## config.mk

```make
export PLATFORM = sky130hd
export DESIGN_NAME = sva_stim_gen
export DESIGN_NICKNAME = d
export VERILOG_FILES = /design/src/rtl/sva_tb_pkg.sv /design/src/rtl/gclk_div.sv /design/src/rtl/sva_stim_gen.sv
export SDC_FILE = /design/constraint.sdc
export NUM_CORES = 1
export LEC_CHECK = 0
export BUFFER_PORTS_ARGS = -buffer_cell sky130_fd_sc_hd__buf_4
export CORE_MARGIN = 8
export CORE_UTILIZATION = 54
export DETAILED_ROUTE_END_ITERATION = 6
export GPL_TIMING_DRIVEN = 0
export PLACE_DENSITY = 0.77
export SYNTH_ARGS = -nofsm -noshare
export SYNTH_HDL_FRONTEND = slang
export SYNTH_HIERARCHICAL = 1
export SYNTH_SLANG_ARGS = --single-unit
```

## constraint.sdc

```tcl
create_clock -name sys_clk -period 3 [get_ports sys_clk]
set_clock_uncertainty 0.15 [all_clocks]
set_input_delay 0.6 -clock sys_clk [delete_from_list [all_inputs] [get_ports sys_clk]]
set_output_delay 0.6 -clock sys_clk [all_outputs]
set_load 0.02 [all_outputs]
```

## src/rtl/sva_tb_pkg.sv

```systemverilog
// Shared FSM encoding and default parameters for the SVA stimulus generator
// and its clock divider.
package sva_tb_pkg;

   localparam int unsigned DEF_CLK_DIV     = 4;
   localparam int unsigned DEF_PAT_LEN     = 16;
   localparam int unsigned DEF_CHK_LAT     = 2;
   localparam int unsigned DEF_RST_PERIODS = 2;
   localparam int unsigned DEF_CNT_WIDTH   = 8;

   typedef enum logic [2:0] {
      ST_IDLE  = 3'd0,
      ST_GRST  = 3'd1,
      ST_RUN   = 3'd2,
      ST_DRAIN = 3'd3,
      ST_DONE  = 3'd4
   } stim_fsm_t;

endpackage

```

## src/rtl/gclk_div.sv

```systemverilog
// Free-running user-clock divider: gclk toggles every CLK_DIV sys_clk cycles,
// with one-cycle strobes in the cycle gclk is about to rise or fall.
module gclk_div
   import sva_tb_pkg::*;
#(
   parameter int unsigned CLK_DIV = DEF_CLK_DIV
) (
   input  logic sys_clk,
   input  logic sys_rst,
   output logic gclk,
   output logic rise_tick,
   output logic fall_tick
);

   localparam int unsigned DW = $clog2(CLK_DIV);

   logic [DW-1:0] cnt_q, cnt_d;
   logic          gclk_q;
   logic          wrap;

   always_comb begin
      wrap  = (cnt_q == DW'(CLK_DIV - 1));
      cnt_d = wrap ? '0 : cnt_q + 1'b1;
   end

   // NOTE: sequential state is assigned with <= only, so every register
   // samples the pre-edge values of its neighbours.
   always_ff @(posedge sys_clk or posedge sys_rst) begin
      if (sys_rst) begin
         cnt_q  <= '0;
         gclk_q <= 1'b0;
      end else begin
         cnt_q <= cnt_d;
         if (wrap) gclk_q <= ~gclk_q;
      end
   end

   assign gclk      = gclk_q;
   assign rise_tick = wrap & ~gclk_q;
   assign fall_tick = wrap &  gclk_q;

endmodule

```

## src/rtl/sva_stim_gen.sv

```systemverilog
// Drives a/b stimulus into an SVA checker on a divided clock, counts its
// succ/fail verdicts and flags any disagreement with the expected counts.
module sva_stim_gen
   import sva_tb_pkg::*;
#(
   parameter int unsigned CLK_DIV     = DEF_CLK_DIV,
   parameter int unsigned PAT_LEN     = DEF_PAT_LEN,
   parameter int unsigned CHK_LAT     = DEF_CHK_LAT,   // must be >= 1
   parameter int unsigned RST_PERIODS = DEF_RST_PERIODS,
   parameter int unsigned CNT_WIDTH   = DEF_CNT_WIDTH
) (
   input  logic                 sys_clk,
   input  logic                 sys_rst,
   input  logic                 start,
   input  logic [PAT_LEN-1:0]   pat_a,
   input  logic [PAT_LEN-1:0]   pat_b,
   output logic                 gclk,
   output logic                 grst,
   output logic                 a,
   output logic                 b,
   input  logic                 succ,
   input  logic                 fail,
   output logic                 busy,
   output logic                 done,
   output logic [CNT_WIDTH-1:0] succ_cnt,
   output logic [CNT_WIDTH-1:0] fail_cnt,
   output logic [CNT_WIDTH-1:0] exp_succ,
   output logic                 err
);

   localparam int unsigned TW        = $clog2(PAT_LEN + CHK_LAT + 1);
   localparam int unsigned RW        = $clog2(RST_PERIODS + 1);
   localparam int unsigned LAST_TICK = PAT_LEN + CHK_LAT - 1;

   logic rise_tick, fall_tick;

   gclk_div #(.CLK_DIV(CLK_DIV)) u_div (
      .sys_clk   (sys_clk),
      .sys_rst   (sys_rst),
      .gclk      (gclk),
      .rise_tick (rise_tick),
      .fall_tick (fall_tick)
   );

   stim_fsm_t            state_q, state_d;
   logic [PAT_LEN-1:0]   pat_a_q, pat_a_d, pat_b_q, pat_b_d;
   logic                 a_q, a_d, b_q, b_d, grst_q, grst_d, err_q, err_d;
   logic [TW-1:0]        tick_q, tick_d;
   logic [RW-1:0]        rst_cnt_q, rst_cnt_d;
   logic [CNT_WIDTH-1:0] succ_cnt_q, succ_cnt_d, fail_cnt_q, fail_cnt_d;
   logic [CNT_WIDTH-1:0] exp_q, exp_d;
   logic                 sample, mismatch;

   function automatic logic [CNT_WIDTH-1:0] sat_inc(input logic [CNT_WIDTH-1:0] v);
      return (v == '1) ? v : v + 1'b1;
   endfunction

   // NOTE: every variable gets its default first, so no path leaves one
   // unassigned and no latch is inferred.
   always_comb begin
      state_d    = state_q;
      pat_a_d    = pat_a_q;
      pat_b_d    = pat_b_q;
      a_d        = a_q;
      b_d        = b_q;
      grst_d     = grst_q;
      err_d      = err_q;
      tick_d     = tick_q;
      rst_cnt_d  = rst_cnt_q;
      succ_cnt_d = succ_cnt_q;
      fail_cnt_d = fail_cnt_q;
      exp_d      = exp_q;

      mismatch = (succ_cnt_q != exp_q) ||
                 (fail_cnt_q != CNT_WIDTH'(PAT_LEN) - exp_q);

      // tick_q counts fall ticks since the first pattern drive
      sample = fall_tick && (state_q == ST_RUN || state_q == ST_DRAIN) &&
               (tick_q >= TW'(CHK_LAT));
      if (sample) begin
         if (succ)         succ_cnt_d = sat_inc(succ_cnt_q);
         if (fail)         fail_cnt_d = sat_inc(fail_cnt_q);
         if (succ == fail) err_d      = 1'b1;
      end

      unique case (state_q)
         ST_IDLE: begin
            if (fall_tick) grst_d = 1'b0;
            if (start) begin
               pat_a_d    = pat_a;
               pat_b_d    = pat_b;
               succ_cnt_d = '0;
               fail_cnt_d = '0;
               exp_d      = '0;
               err_d      = 1'b0;
               grst_d     = 1'b1;
               rst_cnt_d  = '0;
               state_d    = ST_GRST;
            end
         end
         ST_GRST: begin
            if (rise_tick && rst_cnt_q != RW'(RST_PERIODS))
               rst_cnt_d = rst_cnt_q + 1'b1;
            if (fall_tick && rst_cnt_q == RW'(RST_PERIODS)) begin
               grst_d  = 1'b0;
               tick_d  = '0;
               state_d = ST_RUN;
            end
         end
         ST_RUN: begin
            if (fall_tick) begin
               a_d     = pat_a_q[0];
               b_d     = pat_b_q[0];
               pat_a_d = pat_a_q >> 1;
               pat_b_d = pat_b_q >> 1;
               if (pat_a_q[0] & pat_b_q[0]) exp_d = sat_inc(exp_q);
               tick_d  = tick_q + 1'b1;
               if (tick_q == TW'(PAT_LEN - 1)) state_d = ST_DRAIN;
            end
         end
         ST_DRAIN: begin
            if (fall_tick) begin
               a_d    = 1'b0;
               b_d    = 1'b0;
               tick_d = tick_q + 1'b1;
               if (tick_q == TW'(LAST_TICK)) state_d = ST_DONE;
            end
         end
         ST_DONE: begin
            err_d   = err_q | mismatch;
            state_d = ST_IDLE;
         end
         default: state_d = ST_IDLE;
      endcase
   end

   always_ff @(posedge sys_clk or posedge sys_rst) begin
      if (sys_rst) begin
         state_q    <= ST_IDLE;
         pat_a_q    <= '0;
         pat_b_q    <= '0;
         a_q        <= 1'b0;
         b_q        <= 1'b0;
         grst_q     <= 1'b1;
         err_q      <= 1'b0;
         tick_q     <= '0;
         rst_cnt_q  <= '0;
         succ_cnt_q <= '0;
         fail_cnt_q <= '0;
         exp_q      <= '0;
      end else begin
         state_q    <= state_d;
         pat_a_q    <= pat_a_d;
         pat_b_q    <= pat_b_d;
         a_q        <= a_d;
         b_q        <= b_d;
         grst_q     <= grst_d;
         err_q      <= err_d;
         tick_q     <= tick_d;
         rst_cnt_q  <= rst_cnt_d;
         succ_cnt_q <= succ_cnt_d;
         fail_cnt_q <= fail_cnt_d;
         exp_q      <= exp_d;
      end
   end

   // err already includes the final count comparison while done is high
   always_comb begin
      busy     = (state_q != ST_IDLE);
      done     = (state_q == ST_DONE);
      err      = err_q | (done & mismatch);
      grst     = grst_q;
      a        = a_q;
      b        = b_q;
      succ_cnt = succ_cnt_q;
      fail_cnt = fail_cnt_q;
      exp_succ = exp_q;
   end

endmodule
```

==> Yosys cells after proc, flatten, opt, wreduce, memory -nomap -nowiden <==
Index checks and enable logic that the tools add are counted.
{ "totals": {"out_inout_bits": 31, "rom_bits": 0, "reg_bits": 73, "memories": 0, "input_bits": 37, "word_cells": 122, "ramBits": 0, "latch_bits": 0} }
{ "op_classes": {"mul": 0, "mux": 47, "eq_ne": 26, "n_addsub": 7, "bitwise_logic": 7, "reduce_logical": 20, "div_mod_pow": 0, "order_cmp": 1, "shift": 0} }
{ "op_table": {"columns": ["operator", "n"], "rows": [
  ["2-to-1 mux 8 bit", 14],
  ["2-to-1 mux 16 bit", 4],
  ["one-hot mux 16 bit (2 select lines)", 2],
  ["adder 8 x 1 -> 8 bit, second input constant", 3],
  ["equality test 8 bit, second input constant", 3],
  ["2-to-1 mux 3 bit", 6],
  ["!= test 8 bit", 2],
  ["one-hot mux 8 bit (2 select lines)", 1],
  ["AND reduction 3 bit", 5],
  ["!= test 2 bit, second input constant", 7],
  ["one-hot mux 3 bit (4 select lines)", 1],
  ["2-to-1 mux 5 bit", 2],
  ["one-hot mux 5 bit (2 select lines)", 1],
  ["2-to-1 mux 1 bit", 8],
  ["!= test 2 x 1 -> 1 bit, second input constant", 4],
  ["one-hot mux 1 bit (2 select lines)", 4],
  ["nonzero test 2 bit", 4],
  ["subtractor 5 x 8 -> 8 bit, first input constant", 1],
  ["equality test 3 x 2 -> 1 bit, second input constant", 2],
  ["2-to-1 mux 2 bit", 3],
  ["AND reduction 6 bit", 1],
  ["adder 5 x 1 -> 5 bit, second input constant", 1],
  ["equality test 5 x 4 -> 1 bit, second input constant", 1],
  ["equality test 5 bit, second input constant", 1],
  ["17 further kinds", 27]
]} }

==> Longest topological paths before layout <==
{ "logic_depth": {"depth_word": 7, "ltp_mapped": 8, "mapped_depth_nobuf": 7} }

==> By module <==
Netlist, hierarchy kept.
{ "by_module_without_submodules": {"columns": ["mod", "area_each_um2", "cells_each", "n_inst", "seq_area_each_um2"], "rows": [
  ["sva_stim_gen", 3842.4, 408, 1, 1752.9],
  ["gclk_div", 120.1, 9, 1, 75.1]
]} }

==> Least setup slack after synthesis <==
No wires, ideal clock.
{ "synth_path": {"path_kind": "register to output", "start": "reg exp_q[0] (netlist: exp_succ[0])", "end": "out err", "path_stages_with_launch": 8, "required_ns": 2.250, "arrival_time_ns": 2.116, "n_path_buf": 0, "slack_ns": 0.134, "cell_sequence": "dfrtp_1 -> inv_1 -> ha_1 -> or3b_1 -> xnor2_1 -> or3_1 -> o31ai_1 -> nand3_1"} }
{ "synth_via": {"elab_chain_cells": 5, "word_cells_on_any_way": 6, "classes_between": "add/sub: 1; eq/ne: 2; bitwise: 2; reduce/logical: 1"} }
{ "synth_rtl": {"columns": ["element", "line", "rtl"], "rows": [
  ["from (decl)", "sva_stim_gen.sv:51", "logic [CNT_WIDTH-1:0] exp_q, exp_d;"],
  ["from (signal assigned)", "sva_stim_gen.sv:163", "exp_q <= exp_d;"],
  ["subtractor 5 x 8 -> 8 bit", "sva_stim_gen.sv:75", "(fail_cnt_q != CNT_WIDTH'(PAT_LEN) - exp_q);"],
  ["!= test 8 bit", "sva_stim_gen.sv:75", null],
  ["logical OR 1 bit (*)", "sva_stim_gen.sv:74", "mismatch = (succ_cnt_q != exp_q) ||"],
  ["bitwise AND 1 bit (*)", "sva_stim_gen.sv:171", "err = err_q | (done & mismatch);"],
  ["OR 1 bit (*)", "sva_stim_gen.sv:171", null],
  ["to (decl)", "sva_stim_gen.sv:28", "output logic err"]
]} }
Mark *: on every way between the ends. The rest lies on a longest branch, timed or not.

==> Final worst setup path <==
Same ends and word-level chain as after synthesis.

==> run metrics <==
final WL=between 9000 and 10000 µm; Clock Pin Slew Worst Setup and Hold Paths=about 0.080 ns; Least-Margin Pin Slew=just under 0.9 ns; pwr dens=about 670 nW/µm²; Yosys top cell by area=dfrtp_1; DIE AREA=between 10000 and 15000 µm²; vias in the first global route=3278; Max Slew Vio Count=0; Crit. End Element=primary output; EDFF count, synth=0; grt ovf=0; gpl congestion=roughly 0.82; syn avg cell area=roughly 9.5 µm²; dpl ws=roughly 0.0022 ns; Initial Util=between 50% and 60%; Worst Hold Class=flip-flop to flip-flop; synth top area cells=dfrtp_1 (45%), mux2i_1 (8.8%), nand2_1 (5.8%); Seq/Total Area, Yosys=between 40% and 50%; Crit path arrival time=2.34 ns; Synth Warn #=6; Max Fclk=about 320 MHz; first-pass GRT wire length=around 16000 µm; most frequent cells in the layout=buf_4 (74), dfrtp_1 (70), nand2_1 (61); H-tree lvl count=3; maximum clock path buffer count=2; vias per inst=~5.6; DRT iter0 DRCs=141; Hold WS=0.280 ns; Layout area overhead=23.0%; largest net degree at the start of global routing=71; CTS tree=done; Synthesized Nets=464; share of cells above drive strength 1=approximately 22%; placed insts=between 500 and 600; Distinct cells, synth=53; io pins=68; final hold vios=0; outcome=finished with violations; Nets=~550; port buffer count=67; TritonRoute pass-1 iters=4; non-filler cells, final=605; critical path class=flip-flop to primary output; clock root buffer=clkbuf_8; CP startpoint kind=flip-flop; share of the core filled with cells=around two thirds; most common cell after layout, fill and taps aside=buf_4; via count=3368; Residual DRC=0; failing checks=negative setup slack; routed length per instance=roughly 16 µm; Die Ht=just over 100 µm; peak supply drop=0.361 mV; total power draw=around 3.3 mW; fin crit period=~3.1 ns; synthesized flop and latch total=73; worst path required time=roughly 2.3 ns; CTS sink count=between 70 and 80; hpwl dp=roughly 6700 µm; RSZ-0062 raised after global routing=yes; Final WS setup=-0.0887 ns; static leakage=2.26 nW; CORE AREA=slightly above 7000 µm²; MaxCap Viol Count=0; CP Max Fanout=2; n_diodes=0; Top FF cell, synth=dfrtp_1; Syn Std Cell Area=3960 µm²; number of antenna violations at the first check in global routing=0; area fraction of the dominant cell type after synthesis=around 45%; Cell Rows=31; endpoints failing setup=1; Synth async-reset ratio=between 90% and 100%; Detail Route Antenna Nets=0; Die W=102 µm; Clk Latency, worst-skew pair=0.35 ns; GRT Resource Usage Total=between 10% and 20%; Synth Instances=~420; Tcrit/Tclk final=103%; CTS buffer count=9; worst rel slew slack=between 40% and 50%
==> cells by family (layout without fill, tap and decap cells) <==
logic type,Yosys count,in the layout,synth area share [%]
mux,36,36,9.13
flops,73,73,46.1
simple gates,152,152,18.4
buf+inv,38,127,4.14
xor+xnor,27,27,5.97
compound gates,81,81,13.0
fa+ha+maj,10,10,3.16
==> critical path: stages, from the launching register on <==
cell and delay (ns):
dfrtp_2 0.42, inv_2 0.08, ha_4 0.13, or3b_4 0.38, xnor2_1 0.12, or3_1 0.32, o31ai_2 0.24, nand3_1 0.14
buf_6 0.15
==> power by group <==
| group | switching (mW) | internal (mW) |
|---|---|---|
| registers | 0.216 | 1.27 |
| logic | 0.488 | 0.467 |
| clock network | 0.362 | 0.469 |
| total | 1.07 | 2.20 |
==> layer usage <==
| layer | wire length, µm | GRT usage (%) | share of wire [%] | vias up |
|---|---|---|---|---|
| met2 | 4440 | 30.6 | 47 | 103 |
| li1 | - | - | - | 1621 |
| met1 | 4200 | 24.1 | 44 | 1626 |
| met3 | 639 | 4.54 | 6.7 | 18 |
| met4 | 191 | 8.48 | 2.0 | 0 |
| met5 | 0 | 1.53 | 0 | - |
==> Yosys cell counts, types with 8 or more instances <==
cell / number
buf_2: 8
a21oi_1: 8
dfrtp_1: 72
clkbuf_1: 13
xor2_1: 9
nor2_1: 24
mux2i_1: 35
inv_1: 14
o21ai_1: 8
xnor2_1: 18
nand2_1: 61
nor3_1: 15
o21ai_0: 34
ha_1: 10
nand3_1: 15
==> state kept, by name (all words and copies together) (netlist names) <==
signal,cells
u_div/cnt_q,2
succ_cnt,8
rst_cnt_q,2
pat_b_q,16
state_q,3
fail_cnt,8
grst,1
b,1
pat_a_q,16
exp_succ,8
tick_q,5
u_div/gclk,1
a,1
err_q,1
==> cell type report <==
type | instances | area (µm²)
tap | 99 | 124
clock buffer | 13 | 139
sequential | 73 | 1830
inverter | 14 | 55.1
timing repair buffer | 73 | 554
buffer | 24 | 116
fill | 573 | 2300
clock inverter | 3 | 65.1
multi-input combinational | 306 | 1990
==> timing repair <==
action | in CTS | in global routing
resized for setup | 11 | 0
pin swaps | 5 | 2
hold buffers | 1 | 0
setup endpoints to repair | 1 | 1
buffers inserted | 4 | 1
hold endpoints to repair | 3 | 0
==> metrics by stage <==
stage               TNS [ns]  area [µm²]
floorplan                  0        3960
CTS                   -0.104        4870
finish               -0.0887        4870
global placement      -29.68        4590
detailed placement         0        4590
global route          -0.175        4870
==> worst paths after layout <==
path / cells past startpoint / from / slack, ns / end
worst max-delay path: 8 / exp_succ[0] / -0.09 / err
worst min-delay path: 1 / u_div/cnt_q[0] / 0.28 / u_div/cnt_q[0]
worst max register to register: 8 / u_div/cnt_q[0] / 0.39 / pat_a_q[3]
worst min register to register: 1 / u_div/cnt_q[0] / 0.28 / u_div/cnt_q[0]
max in group asynchronous: 3 / sys_rst / 1.23 / exp_succ[1]
min in group asynchronous: 3 / sys_rst / 0.54 / u_div/cnt_q[0]
(Power assumes the default switching activity.)
